`config.mk`:
```
export PLATFORM = sky130hd
export DESIGN_NAME = rx_bit_sampler
export DESIGN_NICKNAME = d
export VERILOG_FILES = /design/src/rtl/uart_rx_pkg.sv /design/src/rtl/rx_sync_2ff.sv /design/src/rtl/rx_bit_sampler.sv
export SDC_FILE = /design/constraint.sdc
export NUM_CORES = 1
export LEC_CHECK = 0
export CORE_UTILIZATION = 47
export CTS_CLUSTER_DIAMETER = 150
export DETAILED_ROUTE_END_ITERATION = 6
export PLACE_DENSITY = 0.68
export SLEW_MARGIN = 20
export SYNTH_ARGS = -nofsm -noshare
export SYNTH_HDL_FRONTEND = slang
export SYNTH_HIERARCHICAL = 1
export SYNTH_SLANG_ARGS = --single-unit
```
`constraint.sdc`:
```
create_clock -name clk -period 3.3 [get_ports clk]
set_input_delay 0.495 -clock clk [delete_from_list [all_inputs] [get_ports clk]]
set_output_delay 0.495 -clock clk [all_outputs]
set_load 0.02 [all_outputs]
```
`src/rtl/uart_rx_pkg.sv`:
```
// Shared definitions for the UART receive path: sampler states, frame defaults
// and the majority voter used for oversampled bits.
package uart_rx_pkg;

  typedef enum logic [1:0] {
    IDLE  = 2'd0,
    START = 2'd1,
    DATA  = 2'd2,
    STOP  = 2'd3
  } rx_state_e;

  localparam int DATA_WIDTH_DEF = 8;
  localparam int MIN_PRESCALE   = 6;

  function automatic logic majority3(input logic a, input logic b, input logic c);
    return (a & b) | (a & c) | (b & c);
  endfunction

endpackage

```
`src/rtl/rx_sync_2ff.sv`:
```
// Two-flop synchroniser for one asynchronous bit; resets to 1 so an idle-high
// serial line shows no spurious edge when reset is released.
module rx_sync_2ff (
  input  logic clk,
  input  logic rst,
  input  logic d,
  output logic q
);

  logic meta_r;

  // Metastability filter: d -> meta_r -> q.
  always_ff @(posedge clk) begin
    if (rst) begin
      meta_r <= 1'b1;
      q      <= 1'b1;
    end else begin
      meta_r <= d;
      q      <= meta_r;
    end
  end

endmodule

```
`src/rtl/rx_bit_sampler.sv`:
```
// UART receive front end: synchronises and oversamples rx_in, validates the
// start bit, majority-votes each bit and strobes data bits to the deserializer.
module rx_bit_sampler
  import uart_rx_pkg::*;
#(
  parameter int DATA_WIDTH = DATA_WIDTH_DEF,
  parameter int PRESCALE_W = 6
) (
  input  logic                  clk,
  input  logic                  rst,
  input  logic                  rx_in,
  input  logic                  sampler_en,
  input  logic [PRESCALE_W-1:0] prescale,
  output logic                  sampled_bit,
  output logic                  deser_en,
  output logic [3:0]            bit_cnt,
  output logic                  busy,
  output logic                  frame_done,
  output logic                  stop_err,
  output logic                  start_glitch
);

  localparam logic [PRESCALE_W-1:0] ONE      = PRESCALE_W'(1);
  localparam logic [PRESCALE_W-1:0] ZERO     = PRESCALE_W'(0);
  localparam logic [PRESCALE_W-1:0] MIN_P    = PRESCALE_W'(MIN_PRESCALE);
  localparam logic [3:0]            LAST_BIT = 4'(DATA_WIDTH - 1);

  rx_state_e             state_r;
  logic                  rx_sync_s;
  logic                  rx_prev_r;
  logic [1:0]            warm_r;
  logic                  seen_high_r;
  logic                  s0_r;
  logic                  s1_r;
  logic [PRESCALE_W-1:0] p_r;
  logic [PRESCALE_W-1:0] edge_cnt_r;
  logic [PRESCALE_W-1:0] mid_s;
  logic [PRESCALE_W-1:0] p_in_s;
  logic                  s0_edge_s;
  logic                  s1_edge_s;
  logic                  vote_edge_s;
  logic                  bit_end_s;
  logic                  vote_s;
  logic                  fall_s;

  rx_sync_2ff u_sync (
    .clk (clk),
    .rst (rst),
    .d   (rx_in),
    .q   (rx_sync_s)
  );

  // Sample-point decode, voter and start-edge detection.
  always_comb begin
    mid_s       = {1'b0, p_r[PRESCALE_W-1:1]};
    s0_edge_s   = (edge_cnt_r == (mid_s - ONE));
    s1_edge_s   = (edge_cnt_r == mid_s);
    vote_edge_s = (edge_cnt_r == (mid_s + ONE));
    bit_end_s   = (edge_cnt_r == (p_r - ONE));
    vote_s      = majority3(s0_r, s1_r, rx_sync_s);
    fall_s      = seen_high_r & rx_prev_r & ~rx_sync_s;
    if (prescale < MIN_P) begin
      p_in_s = MIN_P;
    end else begin
      p_in_s = prescale;
    end
  end

  // Line history and sample capture; seen_high_r only arms once the
  // synchroniser carries real line data, so a line stuck low after reset
  // cannot fake a start edge.
  always_ff @(posedge clk) begin
    if (rst) begin
      rx_prev_r   <= 1'b1;
      warm_r      <= 2'd0;
      seen_high_r <= 1'b0;
      s0_r        <= 1'b0;
      s1_r        <= 1'b0;
    end else begin
      rx_prev_r <= rx_sync_s;
      if (warm_r != 2'd2) begin
        warm_r <= warm_r + 2'd1;
      end
      if ((warm_r == 2'd2) && rx_sync_s) begin
        seen_high_r <= 1'b1;
      end
      if (s0_edge_s) begin
        s0_r <= rx_sync_s;
      end
      if (s1_edge_s) begin
        s1_r <= rx_sync_s;
      end
    end
  end

  // Frame FSM with registered strobes and status.
  always_ff @(posedge clk) begin
    if (rst) begin
      state_r      <= IDLE;
      p_r          <= MIN_P;
      edge_cnt_r   <= ZERO;
      bit_cnt      <= 4'd0;
      sampled_bit  <= 1'b0;
      deser_en     <= 1'b0;
      busy         <= 1'b0;
      frame_done   <= 1'b0;
      stop_err     <= 1'b0;
      start_glitch <= 1'b0;
    end else begin
      deser_en     <= 1'b0;
      frame_done   <= 1'b0;
      start_glitch <= 1'b0;
      if (!sampler_en) begin
        state_r <= IDLE;
        busy    <= 1'b0;
      end else begin
        if (state_r != IDLE) begin
          if (bit_end_s) begin
            edge_cnt_r <= ZERO;
          end else begin
            edge_cnt_r <= edge_cnt_r + ONE;
          end
        end
        case (state_r)
          IDLE: begin
            // The detection cycle is edge 0 of the start bit.
            if (fall_s) begin
              state_r    <= START;
              busy       <= 1'b1;
              p_r        <= p_in_s;
              edge_cnt_r <= ONE;
              bit_cnt    <= 4'd0;
            end
          end
          START: begin
            if (vote_edge_s && vote_s) begin
              state_r      <= IDLE;
              busy         <= 1'b0;
              start_glitch <= 1'b1;
            end else if (bit_end_s) begin
              state_r <= DATA;
              bit_cnt <= 4'd0;
            end
          end
          DATA: begin
            if (vote_edge_s) begin
              sampled_bit <= vote_s;
              deser_en    <= 1'b1;
            end else if (bit_end_s) begin
              if (bit_cnt == LAST_BIT) begin
                state_r <= STOP;
              end else begin
                bit_cnt <= bit_cnt + 4'd1;
              end
            end
          end
          STOP: begin
            // Leave at mid-stop-bit so a back-to-back start edge is seen.
            if (vote_edge_s) begin
              frame_done <= 1'b1;
              stop_err   <= ~vote_s;
              state_r    <= IDLE;
              busy       <= 1'b0;
            end
          end
          default: begin
            state_r <= IDLE;
            busy    <= 1'b0;
          end
        endcase
      end
    end
  end

endmodule

```
==> flow_metrics.env, run 1 <==
export IMPL_status="finished clean"
export IMPL_fill_cells=370
export IMPL_period_needed_ns=2.613
export IMPL_diodes=0
export IMPL_cts_resized=0
export IMPL_fp_dieW_microns=66.16
export IMPL_overflow=0
export IMPL_wire_per_inst_microns=13.54
export IMPL_dieArea_sq_um=4376
export IMPL_synthCells=235
export IMPL_worst_pin_slew_ns=0.8219
export IMPL_max_clock_freq_mhz=382.7
export IMPL_powerDensity_nw_per_um2=393.5
export IMPL_synth_edff_count=0
export IMPL_cts_made_buffers=5
export IMPL_wl_mm=4.089
export IMPL_ys_ff_latch=32
export IMPL_synth_xor_area_share_pct=8.991
export IMPL_critPathLaunchType="flip-flop"
export IMPL_syn2layout_area_growth_pct=16.95
export IMPL_gp_congestion=0.7719
export IMPL_utilization_pct=59.55
export IMPL_crit_path_start="p_r[2]$_SDFFE_PP1P_"
export IMPL_synth_compound_area_share_pct=16.04
export IMPL_grt_max_degree=24
export IMPL_synth_main_ff_cell="dfxtp_1"
export IMPL_final_max_slew_viol_count=0
export IMPL_dp_slack_ns=0.6954
export IMPL_grt_use_total_pct=20.77
export IMPL_layout_commonest_cell="dfxtp_1"
export IMPL_clk_pin_slew_ns=0.07
export IMPL_hold_class="reg -> reg"
export IMPL_drv_cap=0
export IMPL_synth_simple_area_share_pct=26.46
export IMPL_grt_pass1_vias=1527
export IMPL_reg2reg_slack_ns=0.69
export IMPL_start_util_pct=50.92
export IMPL_viasPerCell=5.517
export IMPL_cp_data_required_time_ns=3.52
export IMPL_final_hold_violation_count=0
export IMPL_firstDrtPassIters=4
export IMPL_finalCritPeriodShare_pct=79.18
export IMPL_io_pins=20
export IMPL_layout_nets=275
export IMPL_seqCellArea_sq_um=640.6
export IMPL_final_cell_mix="32 x dfxtp_1, 25 x nor2_1, 22 x nand2_1"
export IMPL_endpoint_kind="flip-flop"
export IMPL_dp_hpwl_mm=3.029
export IMPL_synth_nets=257
export IMPL_fin_setup_tns_ns=0
export IMPL_worst_slack_ns=0.6870
export IMPL_ys_seq_area_share_pct=33.12
export IMPL_skew_ns=0.004429
export IMPL_root_buffer="clkbuf_8"
export IMPL_cts_setup_buffers=0
export IMPL_yosys_warnings=6
export IMPL_dieHeight_microns=66.16
export IMPL_ir_drop_v=0.0003808
export IMPL_clockBufferDepth=2
export IMPL_ctsHtreeMaxLevel=2
export IMPL_critPathKind="reg -> reg"
export IMPL_arrival_ns=2.83
export IMPL_antenna_found_initial=0
export IMPL_async_flop_share_pct=0
export IMPL_multi_input_area_sq_um=1196
export IMPL_slew_headroom_pct=45.03
export IMPL_grt_pass1_wl_mm=6.962
export IMPL_cts_tree="done"
export IMPL_syn_avg_cell_area_sq_um=8.231
export IMPL_synth_area_mux_share_pct=2.070
export IMPL_clkLatencyLatePin_ns=0.28
export IMPL_ant_nets=0
export IMPL_regToRegStartpoint="p_r[2]$_SDFFE_PP1P_"
export IMPL_power_leakage_uw=0.0008856
export IMPL_first_iter_violations=131
export IMPL_synth_top_family_by_area="simple AND/OR/NAND/NOR gates"
export IMPL_dr_total_vias=1666
export IMPL_synth_cell_types=49
export IMPL_ctsHoldBuffers=0
export IMPL_min_from="u_sync/meta_r$_SDFF_PP1_"
export IMPL_setup_viol=0
export IMPL_port_buffers=19
export IMPL_netlist_area_sq_um=1934
export IMPL_clock_sinks=32
export IMPL_num_rows=22
export IMPL_post_route_drc_count=0
export IMPL_drive_gt1_share_pct=7.874
export IMPL_cp_max_fo=10
export IMPL_power_uw=890.2
export IMPL_rsz0062_at_grt="no"
export IMPL_core_sq_um=3799
export IMPL_synth_adder_area_share_pct=8.279
## area by class of cell
class,instances,area share (%)
inverters,13,2.157
flip-flops and latches,32,28.32
clock buffers,5,3.042
repair buffers,21,9.071
multi-input cells,180,52.88
clock inverters,3,1.881
well taps,48,2.655
## Yosys cell counts (3+ instances only)
cell,n,area share (%)
a311oi_1,3,1.4
xnor2_1,10,4.5
nor3_1,10,2.6
inv_1,13,2.5
clkbuf_1,3,0.58
a21oi_1,12,3.1
nor2_1,25,4.9
nand2b_1,7,2.3
buf_2,5,1.3
nand3_1,11,2.8
ha_1,12,7.8
dfxtp_1,32,33
xor2_1,8,3.6
a211o_1,3,1.4
a22oi_1,4,1.6
o21ai_0,9,2.3
nand2_1,22,4.3
mux2i_1,4,2.1
a31oi_1,4,1.3
## where the power goes
part           leakage, uW  internal [uW]  switching [uW]  total [uW]
Clock            0.0000541            223             156         380
Sequential        0.000259            405            11.9         417
Combinational     0.000572           44.4            48.9        93.3
## worst paths after layout
path	to	depth (start not counted)
min	u_sync/q$_SDFF_PP1_	1
max reg2reg	flip-flop	9
min reg2reg	u_sync/q$_SDFF_PP1_	1
max	flip-flop	9
## critical path: stages (launching register included)
cell and delay, ns:
dfxtp_1 0.51, inv_1 0.11, ha_1 0.29, xor2_1 0.15
a211o_1 0.31, nor4_4 0.25, nand2_2 0.18, a32o_2 0.29
nor4_2 0.25, mux2i_1 0.20
## flip-flops by register name, summed over array words and instances (netlist names), 2 cells and up, named ones only
signal      flops
warm_r          2
edge_cnt_r      6
p_r             6
bit_cnt         4
## logic make-up after synthesis
| logic type | count (synthesis) |
|---|---|
| AO/OA/AOI/OAI | 47 |
| multiplexers | 4 |
| buffers and inverters | 23 |
| AND/OR/NAND/NOR | 97 |
| flip-flops | 32 |
| adder cells (fa/ha/maj) | 13 |
| XOR/XNOR | 19 |
## stage by stage
| stage | instances | hold WS, ns | area [sq um] |
|---|---|---|---|
| CTS | 302 | 0.4179 | 2262 |
| global route | 302 | 0.4419 | 2262 |
| detailed placement | 294 | 0.4005 | 2151 |
| global placement | 294 | 0.3940 | 2151 |
| floorplan | 235 | 0.3854 | 1934 |
| finish | 302 | 0.4136 | 2262 |
## layer usage
metal / track usage (%) / routed length, microns / up-vias
met5: 0 / 0 / -
met4: 6.915 / 29 / 0
met3: 4.138 / 92 / 4
met2: 33.42 / 1843 / 15
met1: 27.52 / 2122 / 779
li1: - / - / 868
No activity file was read; power rests on OpenSTA's default activity.
==> inputs of run 2 (changes only) <==
--- a/config.mk
+++ b/config.mk
@@ -8,7 +8,7 @@
 export CORE_UTILIZATION = 47
 export CTS_CLUSTER_DIAMETER = 150
 export DETAILED_ROUTE_END_ITERATION = 6
-export PLACE_DENSITY = 0.68
+export PLACE_DENSITY = 0.71
 export SLEW_MARGIN = 20
 export SYNTH_ARGS = -nofsm -noshare
 export SYNTH_HDL_FRONTEND = slang
==> constraint.sdc (replaced) <==
create_clock -name clk -period 2.1 [get_ports clk]
set_input_delay 0.315 -clock clk [delete_from_list [all_inputs] [get_ports clk]]
set_output_delay 0.315 -clock clk [all_outputs]
set_load 0.02 [all_outputs]
==> run 2 against run 1 <==
Compared with the run above: the flow now finishes with violations (setup timing); clock skew increased by 0.0011 ns; setup slack got worse by 0.79 ns; register-to-register slack worse by 0.79 ns; final area is 19% higher; largest cell class unchanged; sequential power is 57% higher; sequential share of layout area fell by 4.3 points; cell count is 12% higher; routed wire length grew 20%; critical path depth unchanged.
==> flow_metrics.env, run 2 (synthesis gave the netlist of run 1 again) <==
export IMPL_critPathMaxStageDelay_ns=0.37
export IMPL_power_uw=1345
export IMPL_status="finished, violations left"
export IMPL_antenna_found_initial=0
export IMPL_drive_gt1_share_pct=28.03
export IMPL_grt_pass1_vias=1760
export IMPL_clock_sinks=32
export IMPL_skew_ns=0.005576
export IMPL_dieArea_sq_um=4376
export IMPL_violations="setup timing"
export IMPL_finalCritPeriodShare_pct=104.8
export IMPL_setup_viol=5
export IMPL_slew_headroom_pct=74.88
export IMPL_final_hold_violation_count=0
export IMPL_critPathKind="reg -> reg"
export IMPL_fin_area_sq_um=2699
export IMPL_reg2reg_slack_ns=-0.10
export IMPL_syn2layout_area_growth_pct=39.52
export IMPL_start_util_pct=50.92
export IMPL_fill_cells=298
export IMPL_period_needed_ns=2.200
export IMPL_viasPerCell=5.549
export IMPL_wire_per_inst_microns=14.60
export IMPL_clkLatencyLatePin_ns=0.29
export IMPL_hold_class="reg -> reg"
export IMPL_dr_total_vias=1870
export IMPL_cts_made_buffers=5
export IMPL_cp_data_required_time_ns=2.29
export IMPL_first_iter_violations=110
export IMPL_post_route_drc_count=0
export IMPL_cp_max_fo=4
export IMPL_regToRegStartpoint="p_r[2]$_SDFFE_PP1P_"
export IMPL_root_buffer="clkbuf_8"
export IMPL_fp_dieW_microns=66.16
export IMPL_ant_nets=0
export IMPL_layout_commonest_cell="buf_4"
export IMPL_path_cells="inv_4, ha_4, xor2_1, a211o_1, nor4_4, nand3_1, a32o_2, o31a_1, o21a_1"
export IMPL_dp_hpwl_mm=3.425
export IMPL_clockBufferDepth=2
export IMPL_r2r_cells=9
export IMPL_power_leakage_uw=0.001074
export IMPL_grt_pass1_wl_mm=8.211
export IMPL_powerDensity_nw_per_um2=498.4
export IMPL_crit_slowest_cell="dfxtp_4"
export IMPL_swShare_pct=24.61
export IMPL_drv_cap=0
export IMPL_critPathLaunchType="flip-flop"
export IMPL_rr_endpoint="state_r[0]$_SDFFE_PP0P_"
export IMPL_max_clock_freq_mhz=454.5
export IMPL_arrival_ns=2.39
export IMPL_utilization_pct=71.05
export IMPL_io_pins=20
export IMPL_rsz0062_at_grt="yes"
export IMPL_clkPwrFrac_pct=38.1
export IMPL_core_sq_um=3799
export IMPL_layout_nets=311
export IMPL_grt_max_degree=29
export IMPL_worst_slack_ns=-0.1005
export IMPL_holdPathStages=1
export IMPL_fin_setup_tns_ns=-0.2695
export IMPL_ir_drop_v=0.0004995
export IMPL_seq_power_share_pct=48.6
export IMPL_gp_congestion=0.8468
export IMPL_worst_pin_slew_ns=0.3741
export IMPL_ctsHtreeMaxLevel=2
export IMPL_final_cell_mix="34 x buf_4, 30 x dfxtp_1, 22 x nand2_1"
export IMPL_p_switching_uw=331.1
export IMPL_critical_path_top_delay_family="compound AO/OA/AOI/OAI gates"
export IMPL_diodes=0
export IMPL_place_area_sq_um=2421
export IMPL_clk_pin_slew_ns=0.07
export IMPL_overflow=0
export IMPL_port_buffers=19
export IMPL_hold_path_end="u_sync/q$_SDFF_PP1_"
export IMPL_reg_top3="edge_cnt_r (6), p_r (6), bit_cnt (4)"
export IMPL_num_rows=22
export IMPL_pwr_share_comb_pct=13.3
export IMPL_min_from="u_sync/meta_r$_SDFF_PP1_"
export IMPL_firstDrtPassIters=4
export IMPL_final_max_slew_viol_count=0
export IMPL_endpoint_kind="flip-flop"
export IMPL_wl_mm=4.920
export IMPL_grt_use_total_pct=25.06
export IMPL_p_int_uw=1014
export IMPL_dieHeight_microns=66.16
export IMPL_path_buf_inv=1
export IMPL_cts_tree="done"
run 2: cell count changes in the layout (fill, tap and decap cells not counted), moves of 3 or more:
cell     delta
buf_4      +32
nor2_1      -4
a31oi_1     -3
a31oi_2     +3
buf_6       +3
ha_1        -3
run 2: stage by stage:
stage | hold WS (ns) | instances | worst slack (ns)
after floorplan | 0.3854 | 235 | -0.1336
after global routing | 0.4338 | 337 | -0.2283
final | 0.4240 | 337 | -0.1005
after global placement | 0.3941 | 326 | -0.1369
after CTS | 0.4170 | 336 | -0.08504
after detailed placement | 0.3966 | 326 | -0.1675
run 2: final cells by class:
cell class                      count  area, sq um  area share, %
Multi-Input combinational cell    180         1341          49.70
Tap cell                           48        60.06          2.225
Timing Repair Buffer               57        499.2          18.50
Inverter                           13        53.80          1.994
Clock buffer                        7        96.34          3.570
Sequential cell                    32        648.1          24.01
run 2: routing by layer:
layer,wire [microns],global-route usage [%]
met2,2414,40.82
met4,80,7.713
met5,0,0
met1,2249,31.93
met3,177,6.897
run 2: repair_timing:
action                                  CTS  global route
pin swaps                                 6            10
hold buffers                              0             0
setup buffers                             3             1
gates resized for setup                  19            17
endpoints found under the setup margin   14            15
run 2: worst max-delay path by stage:
stage	start	endpoint	slack, ns	depth (start not counted)
final	p_r[2]$_SDFFE_PP1P_	state_r[0]$_SDFFE_PP0P_	-0.10	9
after global routing	p_r[1]$_SDFFE_PP1P_	state_r[0]$_SDFFE_PP0P_	-0.23	9
after CTS	p_r[2]$_SDFFE_PP1P_	flip-flop	-0.09	9
after detailed placement	p_r[1]$_SDFFE_PP1P_	flip-flop	-0.17	9
after global placement	p_r[1]$_SDFFE_PP1P_	state_r[0]$_SDFFE_PP0P_	-0.14	9
after floorplan	p_r[2]$_SDFFE_PP1P_	state_r[0]$_SDFFE_PP0P_	-0.13	10
run 2: power by group through the flow:
stage	Sequential [uW]	Combinational, uW	Clock (uW)
after floorplan	665	110	0
after global placement	668	161	0
after detailed placement	668	169	0
after CTS	653	174	522
after global routing	657	205	559
final	654	178	513
